==> src/rtl/riscv_pkg.sv <==
// Shared RV32I decode types: opcodes, ALU operations, control bundle,
// immediate formats and small funct-field helpers.
package riscv_pkg;

    localparam logic [6:0] OPC_LUI    = 7'b0110111;
    localparam logic [6:0] OPC_AUIPC  = 7'b0010111;
    localparam logic [6:0] OPC_JAL    = 7'b1101111;
    localparam logic [6:0] OPC_JALR   = 7'b1100111;
    localparam logic [6:0] OPC_BRANCH = 7'b1100011;
    localparam logic [6:0] OPC_LOAD   = 7'b0000011;
    localparam logic [6:0] OPC_STORE  = 7'b0100011;
    localparam logic [6:0] OPC_OP_IMM = 7'b0010011;
    localparam logic [6:0] OPC_OP     = 7'b0110011;

    localparam logic [6:0] FUNCT7_BASE = 7'b0000000;
    localparam logic [6:0] FUNCT7_ALT  = 7'b0100000;

    typedef enum logic [3:0] {
        ALU_ADD    = 4'd0,
        ALU_SUB    = 4'd1,
        ALU_SLL    = 4'd2,
        ALU_SLT    = 4'd3,
        ALU_SLTU   = 4'd4,
        ALU_XOR    = 4'd5,
        ALU_SRL    = 4'd6,
        ALU_SRA    = 4'd7,
        ALU_OR     = 4'd8,
        ALU_AND    = 4'd9,
        ALU_PASS_B = 4'd10
    } alu_op_t;

    typedef enum logic [2:0] {
        IMM_NONE = 3'd0,
        IMM_I    = 3'd1,
        IMM_S    = 3'd2,
        IMM_B    = 3'd3,
        IMM_U    = 3'd4,
        IMM_J    = 3'd5
    } imm_type_t;

    typedef struct packed {
        logic reg_wr;
        logic mem_rd;
        logic mem_wr;
        logic branch;
        logic jump;
        logic use_pc;
        logic use_imm;
        logic illegal;
    } ctrl_t;

    // funct3 selects the operation; alt picks SUB/SRA over ADD/SRL.
    function automatic alu_op_t alu_from_funct3(input logic [2:0] funct3, input logic alt);
        alu_op_t op;
        case (funct3)
            3'b000:  op = alt ? ALU_SUB : ALU_ADD;
            3'b001:  op = ALU_SLL;
            3'b010:  op = ALU_SLT;
            3'b011:  op = ALU_SLTU;
            3'b100:  op = ALU_XOR;
            3'b101:  op = alt ? ALU_SRA : ALU_SRL;
            3'b110:  op = ALU_OR;
            default: op = ALU_AND;
        endcase
        return op;
    endfunction

    // Register-register ops accept only the base funct7, or the alternate
    // one for SUB and SRA.
    function automatic logic op_funct_ok(input logic [2:0] funct3, input logic [6:0] funct7);
        return (funct7 == FUNCT7_BASE) ||
               ((funct7 == FUNCT7_ALT) && ((funct3 == 3'b000) || (funct3 == 3'b101)));
    endfunction

    // Immediate shifts reuse the upper imm bits as funct7; other OP-IMM
    // encodings carry a plain immediate there and are always legal.
    function automatic logic op_imm_funct_ok(input logic [2:0] funct3, input logic [6:0] funct7);
        logic ok;
        ok = 1'b1;
        if (funct3 == 3'b001) begin
            ok = (funct7 == FUNCT7_BASE);
        end else if (funct3 == 3'b101) begin
            ok = (funct7 == FUNCT7_BASE) || (funct7 == FUNCT7_ALT);
        end
        return ok;
    endfunction

endpackage

==> src/rtl/imm_gen.sv <==
// Immediate generator: reassembles the I/S/B/U/J immediate fields of an
// RV32I instruction and sign-extends the result to XLEN.
module imm_gen
    import riscv_pkg::*;
#(
    parameter int XLEN = 32
) (
    input  logic [31:7]             instr,
    input  imm_type_t               imm_type,
    output logic signed [XLEN-1:0]  imm
);

    logic signed [31:0] imm32;

    // Gather the scattered immediate bits; bit 31 is always the sign.
    always_comb begin
        imm32 = '0;
        case (imm_type)
            IMM_I:   imm32 = {{20{instr[31]}}, instr[31:20]};
            IMM_S:   imm32 = {{20{instr[31]}}, instr[31:25], instr[11:7]};
            IMM_B:   imm32 = {{19{instr[31]}}, instr[31], instr[7], instr[30:25],
                              instr[11:8], 1'b0};
            IMM_U:   imm32 = {instr[31:12], 12'b0};
            IMM_J:   imm32 = {{11{instr[31]}}, instr[31], instr[19:12], instr[20],
                              instr[30:21], 1'b0};
            default: imm32 = '0;
        endcase
    end

    assign imm = XLEN'(imm32);

endmodule

==> src/rtl/decode_stage.sv <==
// RV32I decode stage: drives register_file read addresses, decodes the
// fetched word and latches operands/immediate/control into the ID/EX
// register. Load-use hazards against the ID/EX load insert a bubble; flush
// kills the ID/EX entry.
// Optional build macro WB_BYPASS_EN: same-cycle writeback data replaces the
// register_file read data for matching source registers.
module decode_stage
    import riscv_pkg::*;
#(
    parameter int XLEN   = 32,
    parameter int REG_AW = 5
) (
    input  logic              clk,
    input  logic              rst,
    input  logic              if_valid,
    output logic              if_ready,
    input  logic [31:0]       if_instr,
    input  logic [XLEN-1:0]   if_pc,
    output logic [REG_AW-1:0] rf_regA,
    output logic [REG_AW-1:0] rf_regB,
    input  logic [XLEN-1:0]   rf_portA,
    input  logic [XLEN-1:0]   rf_portB,
    input  logic              wb_wr_en,
    input  logic [REG_AW-1:0] wb_regW,
    input  logic [XLEN-1:0]   wb_data,
    input  logic              flush,
    output logic              ex_valid,
    input  logic              ex_ready,
    output logic [XLEN-1:0]   ex_pc,
    output logic [XLEN-1:0]   ex_rs1_val,
    output logic [XLEN-1:0]   ex_rs2_val,
    output logic [XLEN-1:0]   ex_imm,
    output logic [REG_AW-1:0] ex_rd,
    output alu_op_t           ex_alu_op,
    output ctrl_t             ex_ctrl
);

    logic [6:0] opcode;
    logic [4:0] rd;
    logic [4:0] rs1;
    logic [4:0] rs2;
    logic [2:0] funct3;
    logic [6:0] funct7;

    assign opcode = if_instr[6:0];
    assign rd     = if_instr[11:7];
    assign funct3 = if_instr[14:12];
    assign rs1    = if_instr[19:15];
    assign rs2    = if_instr[24:20];
    assign funct7 = if_instr[31:25];

    assign rf_regA = REG_AW'(rs1);
    assign rf_regB = REG_AW'(rs2);

    ctrl_t                   dec_ctrl;
    alu_op_t                 dec_alu;
    imm_type_t               dec_imm_type;
    logic                    uses_rs1;
    logic                    uses_rs2;
    logic signed [XLEN-1:0]  dec_imm;

    // Classify the fetched word into control bits, ALU op, immediate format
    // and which source registers it really reads.
    always_comb begin
        dec_ctrl     = '0;
        dec_alu      = ALU_ADD;
        dec_imm_type = IMM_NONE;
        uses_rs1     = 1'b0;
        uses_rs2     = 1'b0;
        case (opcode)
            OPC_LUI: begin
                dec_ctrl.reg_wr  = 1'b1;
                dec_ctrl.use_imm = 1'b1;
                dec_alu          = ALU_PASS_B;
                dec_imm_type     = IMM_U;
            end
            OPC_AUIPC: begin
                dec_ctrl.reg_wr  = 1'b1;
                dec_ctrl.use_pc  = 1'b1;
                dec_ctrl.use_imm = 1'b1;
                dec_imm_type     = IMM_U;
            end
            OPC_JAL: begin
                dec_ctrl.reg_wr  = 1'b1;
                dec_ctrl.jump    = 1'b1;
                dec_ctrl.use_pc  = 1'b1;
                dec_ctrl.use_imm = 1'b1;
                dec_imm_type     = IMM_J;
            end
            OPC_JALR: begin
                dec_ctrl.reg_wr  = 1'b1;
                dec_ctrl.jump    = 1'b1;
                dec_ctrl.use_imm = 1'b1;
                dec_imm_type     = IMM_I;
                uses_rs1         = 1'b1;
            end
            OPC_BRANCH: begin
                dec_ctrl.branch  = 1'b1;
                dec_alu          = ALU_SUB;
                dec_imm_type     = IMM_B;
                uses_rs1         = 1'b1;
                uses_rs2         = 1'b1;
            end
            OPC_LOAD: begin
                dec_ctrl.reg_wr  = 1'b1;
                dec_ctrl.mem_rd  = 1'b1;
                dec_ctrl.use_imm = 1'b1;
                dec_imm_type     = IMM_I;
                uses_rs1         = 1'b1;
            end
            OPC_STORE: begin
                dec_ctrl.mem_wr  = 1'b1;
                dec_ctrl.use_imm = 1'b1;
                dec_imm_type     = IMM_S;
                uses_rs1         = 1'b1;
                uses_rs2         = 1'b1;
            end
            OPC_OP_IMM: begin
                if (op_imm_funct_ok(funct3, funct7)) begin
                    dec_ctrl.reg_wr  = 1'b1;
                    dec_ctrl.use_imm = 1'b1;
                    dec_imm_type     = IMM_I;
                    uses_rs1         = 1'b1;
                    // instr[30] is an immediate bit except for SRAI/SRLI
                    dec_alu = alu_from_funct3(funct3, (funct3 == 3'b101) && funct7[5]);
                end else begin
                    dec_ctrl.illegal = 1'b1;
                end
            end
            OPC_OP: begin
                if (op_funct_ok(funct3, funct7)) begin
                    dec_ctrl.reg_wr = 1'b1;
                    uses_rs1        = 1'b1;
                    uses_rs2        = 1'b1;
                    dec_alu         = alu_from_funct3(funct3, funct7[5]);
                end else begin
                    dec_ctrl.illegal = 1'b1;
                end
            end
            default: begin
                dec_ctrl.illegal = 1'b1;
            end
        endcase
        // Writes to x0 are discarded architecturally, so never request them.
        if (rd == 5'd0) begin
            dec_ctrl.reg_wr = 1'b0;
        end
    end

    imm_gen #(
        .XLEN(XLEN)
    ) u_imm_gen (
        .instr    (if_instr[31:7]),
        .imm_type (dec_imm_type),
        .imm      (dec_imm)
    );

    logic [XLEN-1:0] rs1_val;
    logic [XLEN-1:0] rs2_val;

`ifdef WB_BYPASS_EN
    // register_file writes at the clock edge, so a same-cycle writeback
    // would otherwise be missed by this read.
    assign rs1_val = (wb_wr_en && (wb_regW != '0) && (wb_regW == REG_AW'(rs1))) ? wb_data : rf_portA;
    assign rs2_val = (wb_wr_en && (wb_regW != '0) && (wb_regW == REG_AW'(rs2))) ? wb_data : rf_portB;
`else
    assign rs1_val = rf_portA;
    assign rs2_val = rf_portB;

    logic unused_wb;
    assign unused_wb = ^{wb_wr_en, wb_regW, wb_data};
`endif

    logic                    vld_p1;
    logic [XLEN-1:0]         ex_pc_p1;
    logic [XLEN-1:0]         ex_rs1_val_p1;
    logic [XLEN-1:0]         ex_rs2_val_p1;
    logic signed [XLEN-1:0]  ex_imm_p1;
    logic [REG_AW-1:0]       ex_rd_p1;
    alu_op_t                 ex_alu_op_p1;
    ctrl_t                   ex_ctrl_p1;

    logic id_ex_free;
    logic hz;
    logic take;

    // A load in ID/EX produces its value too late for a dependent reader.
    assign hz = vld_p1 && ex_ctrl_p1.mem_rd && (ex_rd_p1 != '0) &&
                ((uses_rs1 && (REG_AW'(rs1) == ex_rd_p1)) ||
                 (uses_rs2 && (REG_AW'(rs2) == ex_rd_p1)));

    assign id_ex_free = !vld_p1 || ex_ready;
    assign if_ready   = id_ex_free && !hz && !flush;
    assign take       = if_valid && if_ready;

    // ---- stage boundary: decode -> ID/EX register ----
    // Flush wins over everything; otherwise load on transfer, bubble when
    // the slot frees without a transfer, and hold while execute stalls.
    always_ff @(posedge clk or posedge rst) begin
        if (rst) begin
            vld_p1        <= 1'b0;
            ex_pc_p1      <= '0;
            ex_rs1_val_p1 <= '0;
            ex_rs2_val_p1 <= '0;
            ex_imm_p1     <= '0;
            ex_rd_p1      <= '0;
            ex_alu_op_p1  <= ALU_ADD;
            ex_ctrl_p1    <= '0;
        end else if (flush) begin
            vld_p1 <= 1'b0;
        end else if (id_ex_free) begin
            vld_p1 <= take;
            if (take) begin
                ex_pc_p1      <= if_pc;
                ex_rs1_val_p1 <= rs1_val;
                ex_rs2_val_p1 <= rs2_val;
                ex_imm_p1     <= dec_imm;
                ex_rd_p1      <= REG_AW'(rd);
                ex_alu_op_p1  <= dec_alu;
                ex_ctrl_p1    <= dec_ctrl;
            end
        end
    end

    assign ex_valid   = vld_p1;
    assign ex_pc      = ex_pc_p1;
    assign ex_rs1_val = ex_rs1_val_p1;
    assign ex_rs2_val = ex_rs2_val_p1;
    assign ex_imm     = ex_imm_p1;
    assign ex_rd      = ex_rd_p1;
    assign ex_alu_op  = ex_alu_op_p1;
    assign ex_ctrl    = ex_ctrl_p1;

endmodule
==> config.mk <==
export PLATFORM = sky130hd
export DESIGN_NAME = decode_stage
export DESIGN_NICKNAME = d
export VERILOG_FILES = /design/src/rtl/riscv_pkg.sv /design/src/rtl/imm_gen.sv /design/src/rtl/decode_stage.sv
export SDC_FILE = /design/constraint.sdc
export NUM_CORES = 1
export LEC_CHECK = 0
export BUFFER_PORTS_ARGS = -buffer_cell sky130_fd_sc_hd__buf_2
export CAP_MARGIN = 20
export CELL_PAD_IN_SITES_DETAIL_PLACEMENT = 1
export CELL_PAD_IN_SITES_GLOBAL_PLACEMENT = 2
export CORE_UTILIZATION = 25
export CTS_BUF_LIST = sky130_fd_sc_hd__clkbuf_8
export DETAILED_ROUTE_END_ITERATION = 12
export GPL_TIMING_DRIVEN = 0
export PLACE_DENSITY = 0.7
export SYNTH_ARGS = -nofsm -noshare
export SYNTH_HDL_FRONTEND = slang
export SYNTH_SLANG_ARGS = --single-unit
==> constraint.sdc <==
create_clock -name clk -period 5.9 [get_ports clk]
set_input_delay 0.885 -clock clk [delete_from_list [all_inputs] [get_ports clk]]
set_output_delay 0.885 -clock clk [all_outputs]
set_load 0.05 [all_outputs]
==> impl_metrics.env <==
export IMPL_drc=0
export IMPL_root_buffer="clkbuf_8"
export IMPL_wl_per_cell_um=18.0
export IMPL_port_buffer_count=286
export IMPL_clk_latency_ns=0.45
export IMPL_synth_yosys_warnings=0
export IMPL_cp_end_kind="output pin"
export IMPL_ios=328
export IMPL_clock_skew_ns=0.0141
export IMPL_async_reset_ff_share_pct=100
export IMPL_drive_gt1_share_pct=57.5
export IMPL_synth_cell_types=46
export IMPL_crit_chain="buf_2 > nor4_1 > a31oi_1 > nor3_2 > o31ai_4 > o211a_1 > buf_2"
export IMPL_slew_viol_final=0
export IMPL_cts_setup_buffers=0
export IMPL_ir_drop_mv=0.122
export IMPL_tightestPinTransition_ns=0.640
export IMPL_grt_pass1_vias=5160
export IMPL_synth_top_area_share_pct=52.0
export IMPL_num_antenna_cells=0
export IMPL_cts_htree_levels=4
export IMPL_outcome="finished, final reports clean"
export IMPL_syn_cell_area_um2=7030
export IMPL_synthAdderAreaFrac_pct=0
export IMPL_std_cell_rows=61
export IMPL_grtUsageTotal_pct=14.9
export IMPL_p_leak_nw=4.99
export IMPL_synthXorXnorAreaFrac_pct=1.62
export IMPL_drtIter0Drc=152
export IMPL_vias_per_cell=4.17
export IMPL_reg2reg_from="ex_rd[0]"
export IMPL_seq_area_frac_synth_pct=52.0
export IMPL_hold_violations=0
export IMPL_antenna_found_initial=0
export IMPL_crit_required_ns=5.02
export IMPL_cts_buffer_depth=2
export IMPL_rsz0062_at_grt="no"
export IMPL_syn_to_final_growth_pct=32.6
export IMPL_cts_resized=0
export IMPL_synth_avg_cell_area_um2=14.1
export IMPL_area_sequential_um2=3650
export IMPL_ys_flop_type="dfrtp_1"
export IMPL_grt_start_max_net_pins=80
export IMPL_grt_first_pass_wirelength_um=32100
export IMPL_finalCritPeriodShare_pct=61.7
export IMPL_start_kind="primary input"
export IMPL_synth_top_family_by_area="multiplexers"
export IMPL_core_area_um2=27700
export IMPL_p_per_area_nw_per_um2=326
export IMPL_synth_edff_count=0
export IMPL_synth_most_common_cell="dfrtp_1"
export IMPL_hp_start="ex_rs2_val[25]"
export IMPL_cts_tree="yes"
export IMPL_syn_inst=499
export IMPL_totalNegativeSetupSlack_ns=0
export IMPL_max_stage_delay_ns=0.47
export IMPL_cp_common_cell="buf_2"
export IMPL_cts_buffers=17
export IMPL_multi_input_area_um2=2830
export IMPL_clock_sinks=146
export IMPL_crit_arrival_ns=2.75
export IMPL_start_util_pct=25.4
export IMPL_first_pass_iters=4
export IMPL_slew_headroom_pct=57.4
export IMPL_via_count=4990
export IMPL_dp_hpwl_um=16500
export IMPL_cpMaxStageDelayCell="nor3_2"
export IMPL_hold_buffers=0
export IMPL_ys_seq_elements=146
export IMPL_gp_congestion=0.792
export IMPL_die_area_um2=28800
export IMPL_path_max_fanout=5
export IMPL_finalSetupViolCount=0
export IMPL_ys_top_cells_by_count="dfrtp_1, mux2_4, inv_1, mux2i_1, nand2_1"
export IMPL_grt_remaining_overflow=0
export IMPL_finalPower_mw=3.04
export IMPL_path_class="in2out"
export IMPL_ant_nets=0
export IMPL_cp_startpoint="if_instr[31]"
export IMPL_synth_area_leaders="dfrtp_1, mux2_4, mux2i_1"
export IMPL_fmax_mhz=275
export IMPL_fill_cells=3163
export IMPL_syn_num_nets=670
export IMPL_synth_compound_area_share_pct=5.04
export IMPL_cts_clk_slew_worst_paths_ns=0.09
export IMPL_fin_nets=976
export IMPL_fp_dieW_um=170
export IMPL_muxShareOfSynthArea_pct=28.5
export IMPL_min_path_type="reg2reg"
export IMPL_die_h_um=170
export IMPL_wirelength_um=21600
export IMPL_synth_top_area_cell="dfrtp_1"
export IMPL_synthSimpleGateAreaFrac_pct=5.09
export IMPL_fin_crit_ns=3.64
export IMPL_maxCapViolCount=0
==> placed cells by master (no fill, tap or decap), drive strengths merged, types with 2 or more instances in the layout <==
cell type and count:
clkinv 2, a21oi 23, mux2 113, nor4 2
nand2b 3, a31oi 2, nor2 8, o31ai 2
o22ai 2, clkbuf 19, or2 3, xor2 4
or4 3, and3 4, nor3 6, dfrtp 146
mux2i 33, inv 46, o21ai 14, clkinvlp 4
xnor2 9, o211a 2, buf 317, nand2 27
nand3 9
==> worst max-delay path, delay by kind of cell <==
family / cells / cell delay, ns
simple gates: 2 / 0.91
compound gates: 3 / 0.59
buf+inv: 2 / 0.36
==> stage by stage <==
stage               cell area, µm²  setup WS [ns]  instances  util [%]  hold WS, ns
finish                        9320           2.26       1196      33.6        0.509
global placement              8930          -1.04       1163      32.2        0.485
floorplan                     7030           1.09        499         -        0.753
detailed placement            8960           2.24       1164      32.4        0.487
CTS                           9320           2.23       1196      33.6        0.507
global route                  9320           2.11       1196      33.6        0.516
==> path summary, 6_finish.rpt <==
check / cells after the start / to / slack, ns
max in group asynchronous: 3 / ex_pc[12] / 4.51
worst max register to register: 8 / ex_alu_op[0] / 3.28
worst max-delay path: 7 / if_ready / 2.26
worst min register to register: 1 / ex_rs2_val[25] / 0.51
min in group asynchronous: 2 / ex_pc[26] / 0.52
worst min-delay path: 1 / ex_rs2_val[25] / 0.51
==> registers in the layout, indices dropped and copies added (netlist names) <==
signal	flops
ex_alu_op	4
ex_ctrl	8
ex_imm	32
ex_pc	32
ex_rd	5
ex_rs1_val	32
ex_rs2_val	32
ex_valid	1
==> metal layers <==
metal	routed length [µm]	vias to the layer above	part of all wire, %	track usage [%]
met5	0	-	0	0
met4	102	0	0.47	3.17
met3	1550	6	7.2	4.29
met2	10500	183	48	24.8
met1	9450	2466	44	19.1
li1	-	2335	-	-
==> report_power, final <==
part | switching, mW | total, mW | internal [mW]
Clock | 0.445 | 0.748 | 0.303
Combinational | 0.719 | 1.07 | 0.354
Sequential | 0.0804 | 1.21 | 1.13
Total | 1.24 | 3.04 | 1.79
==> final cells by class <==
type	count	area share [%]
sequential	146	39.2
multi-input combinational	283	30.4
timing repair buffer	287	15.7
tap	378	5.07
buffer	33	4.35
clock buffer	17	2.51
inverter	37	1.54
clock inverter	15	1.32
==> kinds of logic after synthesis <==
| kind of cell | Yosys count |
|---|---|
| mux | 146 |
| flops | 146 |
| simple gates | 70 |
| buf+inv | 70 |
| compound gates | 54 |
| xor+xnor | 13 |
(Power assumes the default switching activity.)
